## src/rtl/rand_sched_pkg.sv

```systemverilog
// Shared types and constants for the LFSR sequencer / round-robin arbiter.
package rand_sched_pkg;

  localparam int unsigned SEED_CYCLES = 2;
  localparam int unsigned RNG_W       = 16;
  localparam int unsigned SEED_W      = 63;

  typedef enum logic [1:0] {
    SEED  = 2'd0,
    WARM  = 2'd1,
    SERVE = 2'd2
  } state_t;

endpackage

```

## src/rtl/rand_sched_rr_pick.sv

```systemverilog
// Combinational round-robin picker: the first set req at or after ptr wins.
module rr_pick #(
  parameter int unsigned N_REQ = 4,
  localparam int unsigned IDX_W = $clog2(N_REQ)
) (
  input  logic [N_REQ-1:0] req,
  input  logic [IDX_W-1:0] ptr,
  output logic [N_REQ-1:0] grant,
  output logic [IDX_W-1:0] idx
);

  int unsigned pos;
  logic        found;

  // Scan requesters in rotated order starting from the pointer
  always_comb begin
    grant = '0;
    idx   = '0;
    found = 1'b0;
    pos   = 0;
    for (int unsigned off = 0; off < N_REQ; off++) begin
      pos = (32'(ptr) + off) % N_REQ;
      if (!found && req[IDX_W'(pos)]) begin
        found               = 1'b1;
        grant[IDX_W'(pos)]  = 1'b1;
        idx                 = IDX_W'(pos);
      end
    end
  end

endmodule

```

## src/rtl/rand_sched.sv

```systemverilog
// Seeds the random generator, discards warm-up words, then hands each
// generated word to at most one of N_REQ requesters in round-robin order.
// Optional warm-up phase: define RAND_SCHED_WARMUP_EN to include WARM.
module rand_sched
  import rand_sched_pkg::*;
#(
  parameter int unsigned N_REQ  = 4,
  parameter int unsigned WARMUP = 64
) (
  input  logic              clk,
  input  logic              reset,
  input  logic              reseed_req,
  input  logic [SEED_W-1:0] seed_in,
  output logic              rng_reset,
  output logic [SEED_W-1:0] rng_seed,
  input  logic [RNG_W-1:0]  rng_data,
  input  logic [N_REQ-1:0]  req,
  output logic [N_REQ-1:0]  gnt,
  output logic [RNG_W-1:0]  rand_data,
  output logic              busy
);

  localparam int unsigned IDX_W      = $clog2(N_REQ);
  localparam int unsigned SEED_CNT_W = $clog2(SEED_CYCLES);

  if (N_REQ < 2 || N_REQ > 16 || WARMUP < 1) begin : g_bad_param
    $error("rand_sched: N_REQ must be 2..16 and WARMUP >= 1");
  end

  state_t                state_q, state_d;
  logic [SEED_CNT_W-1:0] seed_cnt_q, seed_cnt_d;
  logic [IDX_W-1:0]      ptr_q, ptr_d;
  logic [N_REQ-1:0]      gnt_d;
  logic [RNG_W-1:0]      rand_d;
  logic [SEED_W-1:0]     seed_d;
  logic                  busy_d, rng_reset_d;
  logic [N_REQ-1:0]      pick_gnt;
  logic [IDX_W-1:0]      pick_idx;

`ifdef RAND_SCHED_WARMUP_EN
  localparam int unsigned WARM_W = $clog2(WARMUP + 1);
  logic [WARM_W-1:0] warm_cnt_q, warm_cnt_d;
`endif

  rr_pick #(.N_REQ(N_REQ)) u_pick (
    .req   (req),
    .ptr   (ptr_q),
    .grant (pick_gnt),
    .idx   (pick_idx)
  );

  // State, counters and registered outputs
  always_ff @(posedge clk) begin
    if (!reset) begin
      state_q    <= SEED;
      seed_cnt_q <= '0;
      ptr_q      <= '0;
      gnt        <= '0;
      rand_data  <= '0;
      rng_seed   <= seed_in;
      busy       <= 1'b1;
      rng_reset  <= 1'b0;
`ifdef RAND_SCHED_WARMUP_EN
      warm_cnt_q <= '0;
`endif
    end else begin
      state_q    <= state_d;
      seed_cnt_q <= seed_cnt_d;
      ptr_q      <= ptr_d;
      gnt        <= gnt_d;
      rand_data  <= rand_d;
      rng_seed   <= seed_d;
      busy       <= busy_d;
      rng_reset  <= rng_reset_d;
`ifdef RAND_SCHED_WARMUP_EN
      warm_cnt_q <= warm_cnt_d;
`endif
    end
  end

  // Next state, arbitration and next values of the registered outputs
  always_comb begin
    state_d    = state_q;
    seed_cnt_d = seed_cnt_q;
    ptr_d      = ptr_q;
    gnt_d      = '0;
    rand_d     = '0;
    seed_d     = rng_seed;
`ifdef RAND_SCHED_WARMUP_EN
    warm_cnt_d = warm_cnt_q;
`endif

    case (state_q)
      SEED: begin
`ifdef RAND_SCHED_WARMUP_EN
        warm_cnt_d = '0;
`endif
        if (seed_cnt_q == SEED_CNT_W'(SEED_CYCLES - 1)) begin
          seed_cnt_d = '0;
`ifdef RAND_SCHED_WARMUP_EN
          state_d    = WARM;
`else
          state_d    = SERVE;
`endif
        end else begin
          seed_cnt_d = seed_cnt_q + SEED_CNT_W'(1);
        end
      end
`ifdef RAND_SCHED_WARMUP_EN
      WARM: begin
        if (warm_cnt_q == WARM_W'(WARMUP - 1)) begin
          state_d = SERVE;
        end else begin
          warm_cnt_d = warm_cnt_q + WARM_W'(1);
        end
      end
`endif
      SERVE: begin
        if (|req) begin
          gnt_d  = pick_gnt;
          rand_d = rng_data;
          ptr_d  = (pick_idx == IDX_W'(N_REQ - 1)) ? '0 : pick_idx + IDX_W'(1);
        end
      end
      default: state_d = SEED;
    endcase

    // A reseed overrides any grant decision taken this cycle
    if (reseed_req) begin
      state_d    = SEED;
      seed_cnt_d = '0;
      gnt_d      = '0;
      rand_d     = '0;
      ptr_d      = ptr_q;
      seed_d     = seed_in;
`ifdef RAND_SCHED_WARMUP_EN
      warm_cnt_d = '0;
`endif
    end

    rng_reset_d = (state_d != SEED);
    busy_d      = (state_d != SERVE);
  end

endmodule

```

## config.mk

```make
export PLATFORM = sky130hd
export DESIGN_NAME = rand_sched
export DESIGN_NICKNAME = d
export VERILOG_FILES = /design/src/rtl/rand_sched_pkg.sv /design/src/rtl/rand_sched_rr_pick.sv /design/src/rtl/rand_sched.sv
export SDC_FILE = /design/constraint.sdc
export NUM_CORES = 1
export LEC_CHECK = 0
export ABC_CLOCK_PERIOD_IN_PS = 3800
export CAP_MARGIN = 0
export CORE_MARGIN = 4
export CORE_UTILIZATION = 39
export CTS_CLUSTER_DIAMETER = 30
export CTS_CLUSTER_SIZE = 14
export DETAILED_ROUTE_END_ITERATION = 10
export HOLD_SLACK_MARGIN = 0.12
export MAX_ROUTING_LAYER = met4
export PLACE_DENSITY = 0.81
export SLEW_MARGIN = 5
export SYNTH_ARGS = -nofsm -noshare
export SYNTH_HDL_FRONTEND = slang
export SYNTH_SLANG_ARGS = --single-unit
```

## constraint.sdc

```tcl
create_clock -name clk -period 3.8 [get_ports clk]
set_input_delay 0.76 -clock clk [delete_from_list [all_inputs] [get_ports clk]]
set_output_delay 0.76 -clock clk [all_outputs]
set_load 0.01 [all_outputs]
```

==> results.yml, run 1 <==
yosys:
  synth_cells: 189
  async_reset_ff_share_pct: 0
  netlist.area_leader.share_pct: 59.6
  synth_compound_area_share_pct: 6.11
  syn_area_per_cell_um2: 16.8
  synthTopCellsByArea: "edfxtp_1, dfxtp_1, and2_1"
  synthFlopType: "edfxtp_1"
  netlist_area_um2: 3180
  yosysWarnings: 0
  synth-seq-cells: 90
  synthMuxAreaShare_pct: 4.33
  syn_nets: 280
  ys_types: 36
  synth_top_family_by_area: "simple AND/OR/NAND/NOR gates"
  synth_simple_gate_area_share_pct: 8.83
  synth_top_area_cell: "edfxtp_1"
  synth_seq_area_share_pct: 76.6
  synth-xor-area-share_pct: 0
  synthAdderAreaFrac_pct: 1.97
  synth_edf_count: 63
  synth_most_common_cell: "edfxtp_1"
  yosys-top-cells-count: "edfxtp_1, dfxtp_1, and2_1"
worst_setup_path:
  cp_max_fo: 16
  cp-end-kind: "flop"
  cp.required_ns: 4.07
  path_class: "reg2reg"
  arrival_ns: 3.07
  start_kind: "flop"
timing:
  finalCritPeriodShare_pct: 73.7
  fmax_ghz: 0.357
  maxSlewViolCount: 0
  final-hold-violation-count: 0
  rsz0062_at_grt: "no"
  final-setup-viol-count: 0
  tightest_slew_ns: 1.06
  finClkSkew_ns: 0.00613
  setup_tns_ns: 0
  slew_headroom_pct: 28.7
  fin_crit_ns: 2.80
power_and_ir_drop:
  powerDensity_nw_per_um2: 410
  max-vdd-ir-drop_uv: 201
  p_leak_nw: 1.87
finish:
  syn2layout_area_growth_pct: 63.2
  final_cell_area_um2: 5180
  diodes: 0
  drive_gt1_share_pct: 7.88
  nets: 454
routing:
  dr.pass1.iters: 4
  viasPerCell: 4.76
  post-route-drc-count: 0
  num_vias: 2236
  wl_per_cell_um: 17.1
  routed_wl_um: 8060
  drtIter0Drc: 64
  ant_nets: 0
place:
  gp_congestion: 0.832
  post-dp-hpwl_um: 6190
  io_buffers: 170
  dpl_cell_area_um2: 4960
cts:
  holdBufCountCts: 0
  numClockSinks: 90
  clk_latency_ns: 0.34
  post_cts_buffers: 0
  clk_path_buf_depth: 2
  path_clk_slew_ns: 0.09
  cts_root_buffer: "clkbuf_8"
  cts_tree: "built"
  ctsResizeCount: 0
  cts_made_buffers: 9
  htreeDepth: 3
die:
  coreArea_um2: 7810
  ios: 171
  die_h_um: 98.2
  initial_core_util_pct: 40.7
  num_rows: 32
  die-area_um2: 9650
  die_x_um: 98.2
grt:
  grt_pass1_wl_um: 12100
  grt_overflow: 0
  grt_max_degree: 68
  antenna_found_initial: 0
  grt_use_total_pct: 17.0
  grt_pass1_vias: 2223
run_status:
  status: "complete, no violations"
job:
  maxCapViolCount: 0
min_path:
  hold_path_class: "reg2reg"
## registers in the layout, indices dropped and copies added (netlist names)
register and cells:
rng_seed 63, rand_data 16, gnt 4, ptr_q 2
state_q 2, busy 1, rng_reset 1, seed_cnt_q 1
## final timing paths
path / endpoint / startpoint / slack [ns] / cells after the start
setup / recovery: gnt[3] / ptr_q[0] / 1.0 / 7
setup reg to reg: gnt[3] / ptr_q[0] / 1.0 / 7
hold / removal: seed_cnt_q / seed_cnt_q / 0.50 / 2
hold reg to reg: seed_cnt_q / seed_cnt_q / 0.50 / 2
## kinds of logic after synthesis
| family | Yosys count |
|---|---|
| compound gates | 24 |
| simple gates | 47 |
| fa+ha+maj | 5 |
| buf+inv | 11 |
| flops | 90 |
| mux | 11 |
| other cells | 1 |
## critical path, cell delays in order (launching register included)
cell,delay [ns]
dfxtp_1,0.73
inv_1,0.19
ha_1,0.54
mux4_2,0.62
nor2b_2,0.21
a22o_1,0.17
mux2i_1,0.08
a21oi_1,0.19
## layer usage
layer / track usage [%] / wire [µm]
met1: 18.5 / 3050
met2: 28.6 / 4060
met3: 5.79 / 763
met4: 6.41 / 178
met5: - / 0
## cell type report
cell class,instances,area [µm²]
clock buffer,12,166
tap,102,128
clock inverter,4,56.3
sequential,90,2430
timing repair buffer,171,1710
multi-input combinational,88,681
fill,600,2620
inverter,3,11.3
## cell usage in the layout (no fill, tap or decap), types with 3 or more instances in the layout
cell             synthesis  routed
a21oi_1                  7       7
a22o_1                   4       4
and2_1                  18      18
clkbuf_8                 0      10
clkdlybuf4s50_1          0     170
dfxtp_1                 27      27
edfxtp_1                63      63
ha_1                     5       5
inv_1                    3       3
mux2i_1                  7       7
nand2_1                  4       4
nor2_1                   7       7
nor3_1                   4       4
o22ai_1                  3       3
or3_1                    3       3
## through the flow
step	hold WS (ns)	power [mW]	setup WS [ns]	utilization (%)	instances
floorplan	0.459	1.23	0.608	-	189
global placement	0.467	1.45	1.05	63.5	454
detailed placement	0.488	1.46	0.937	63.5	454
CTS	0.501	2.15	0.990	66.4	470
global route	0.516	2.21	0.832	66.4	470
finish	0.496	2.12	0.999	66.4	470
## power breakdown
group,switching [mW],internal [mW]
Clock,0.326,0.367
Sequential,0.0192,1.12
Combinational,0.104,0.188
Total,0.449,1.67
(Power assumes the default switching activity.)
==> inputs of run 2 (changes only) <==
--- a/config.mk
+++ b/config.mk
@@ -5,7 +5,7 @@
 export SDC_FILE = /design/constraint.sdc
 export NUM_CORES = 1
 export LEC_CHECK = 0
-export ABC_CLOCK_PERIOD_IN_PS = 3800
+export ABC_CLOCK_PERIOD_IN_PS = 2900
 export CAP_MARGIN = 0
 export CORE_MARGIN = 4
 export CORE_UTILIZATION = 39
==> constraint.sdc (replaced) <==
create_clock -name clk -period 2.9 [get_ports clk]
set_input_delay 0.58 -clock clk [delete_from_list [all_inputs] [get_ports clk]]
set_output_delay 0.58 -clock clk [all_outputs]
set_load 0.01 [all_outputs]
==> results.yml, run 2 (synthesis results as in run 1) <==
grt:
  grt_overflow: 0
  grt_use_total_pct: 17.2
  grt_pass1_wl_um: 12300
  grt_max_degree: 57
  grt_pass1_vias: 2305
  antenna_found_initial: 0
routing:
  wl_met3_um: 682
  drtIter0Drc: 62
  top_layer: "met4"
  routed_wl_um: 8170
  wl_met1_um: 3140
  num_vias: 2223
  dr.pass1.iters: 4
  wl_met2_um: 4270
  ant_nets: 0
  wl_per_cell_um: 17.3
  post-route-drc-count: 0
  viasPerCell: 4.71
timing:
  final-setup-viol-count: 0
  slew_headroom_pct: 26.1
  final-hold-violation-count: 0
  tightest_slew_ns: 1.10
  fin_hold_ws_ns: 0.499
  maxSlewViolCount: 0
  fin_crit_ns: 2.51
  finClkSkew_ns: 0.0104
  rsz0062_at_grt: "no"
  finalCritPeriodShare_pct: 86.6
  fmax_ghz: 0.398
  setup_tns_ns: 0
finish:
  drive_gt1_share_pct: 8.38
  nets: 456
  seqCellArea_um2: 2430
  syn2layout_area_growth_pct: 62.3
  largest_reg_flops: 63
  fillCellCount: 602
  top_regs: "rng_seed: 63 flops, rand_data: 16 flops, gnt: 4 flops"
  final_cell_area_um2: 5150
  final_common_cell: "clkdlybuf4s50_1"
  multi_input_area_um2: 681
  diodes: 0
  mostFrequentLayoutCells: "clkdlybuf4s50_1, edfxtp_1, dfxtp_1"
  top_register: "rng_seed"
  fin_cells: 472
power_and_ir_drop:
  max-vdd-ir-drop_uv: 266
  netSwitchingFraction_pct: 22.7
  p_leak_nw: 1.85
  p_clk_share_pct: 28.8
  comb_power_share_pct: 14.6
  power.switching_uw: 599
  powerDensity_nw_per_um2: 511
  pwr-share-seq_pct: 56.5
  power.internal_mw: 2.04
worst_setup_path:
  arrival_ns: 2.78
  path_class: "reg2reg"
  regToRegEndpoint: "gnt[2]"
  cp.required_ns: 3.17
  r2r_slack_ns: 0.39
  reg2reg_depth: 7
  cp_max_fo: 10
  timing.rr.start: "ptr_q[1]"
  crit_path_end: "gnt[2]"
  cp-end-kind: "flop"
  crit_start: "ptr_q[1]"
  start_kind: "flop"
die:
  die-area_um2: 9650
  ios: 171
  coreArea_um2: 7810
  die_h_um: 98.2
  num_rows: 32
  initial_core_util_pct: 40.7
  die_x_um: 98.2
place:
  dpl_cell_area_um2: 4980
  io_buffers: 170
  gp_congestion: 0.835
  post-dp-hpwl_um: 6420
  placed_cells: 456
min_path:
  hold_path_class: "reg2reg"
cts:
  cts_tree: "built"
  cts_root_buffer: "clkbuf_8"
  clk_latency_ns: 0.34
  clk_path_buf_depth: 2
  post_cts_buffers: 0
  numClockSinks: 90
  htreeDepth: 3
  ctsResizeCount: 0
  path_clk_slew_ns: 0.08
  cts_made_buffers: 9
  holdBufCountCts: 0
run_status:
  status: "complete, no violations"
job:
  maxCapViolCount: 0
## run 2: how the worst min path moves through the flow
stage,slack [ns],end,depth (start not counted),from
finish,0.50,seed_cnt_q,2,seed_cnt_q
detailed placement,0.49,seed_cnt_q,2,seed_cnt_q
CTS,0.50,seed_cnt_q,2,seed_cnt_q
global route,0.55,seed_cnt_q,2,seed_cnt_q
global placement,0.47,seed_cnt_q,2,seed_cnt_q
floorplan,0.46,seed_cnt_q,2,seed_cnt_q
## run 2: area by class of cell
cell class / instances / area share (%)
flip-flops and latches: 90 / 47.2
well taps: 102 / 2.48
multi-input cells: 88 / 13.2
clock inverters: 6 / 0.947
inverters: 3 / 0.219
repair buffers: 173 / 33.5
clock buffers: 10 / 2.48
## run 2: power groups by stage
stage	clock, mW	combinational, mW	sequential (mW)
floorplan	0	0.0493	1.57
global placement	0	0.379	1.52
detailed placement	0	0.389	1.52
CTS	0.787	0.391	1.49
global route	0.840	0.405	1.50
finish	0.760	0.386	1.49
## run 2: routing by layer
metal / up-vias / GRT usage, %
li1: 1053 / -
met1: 1039 / 18.4
met2: 124 / 30.6
met3: 7 / 5.07
met4: 0 / 5.78
met5: - / -
## run 2: critical path, cell delays in order, from the launching register on
cell and delay (ns):
dfxtp_1 0.55, inv_1 0.12, ha_1 0.52, mux4_2 0.63
nor2b_2 0.22, a22o_1 0.16, mux2i_1 0.07, a21oi_1 0.17
## run 2: stage by stage
step | util (%) | power, mW | setup WS (ns)
floorplan | - | 1.62 | 0.543
global placement | 63.7 | 1.89 | 0.330
detailed placement | 63.7 | 1.91 | 0.195
CTS | 66.0 | 2.67 | 0.416
global route | 66.0 | 2.74 | 0.225
finish | 66.0 | 2.63 | 0.390
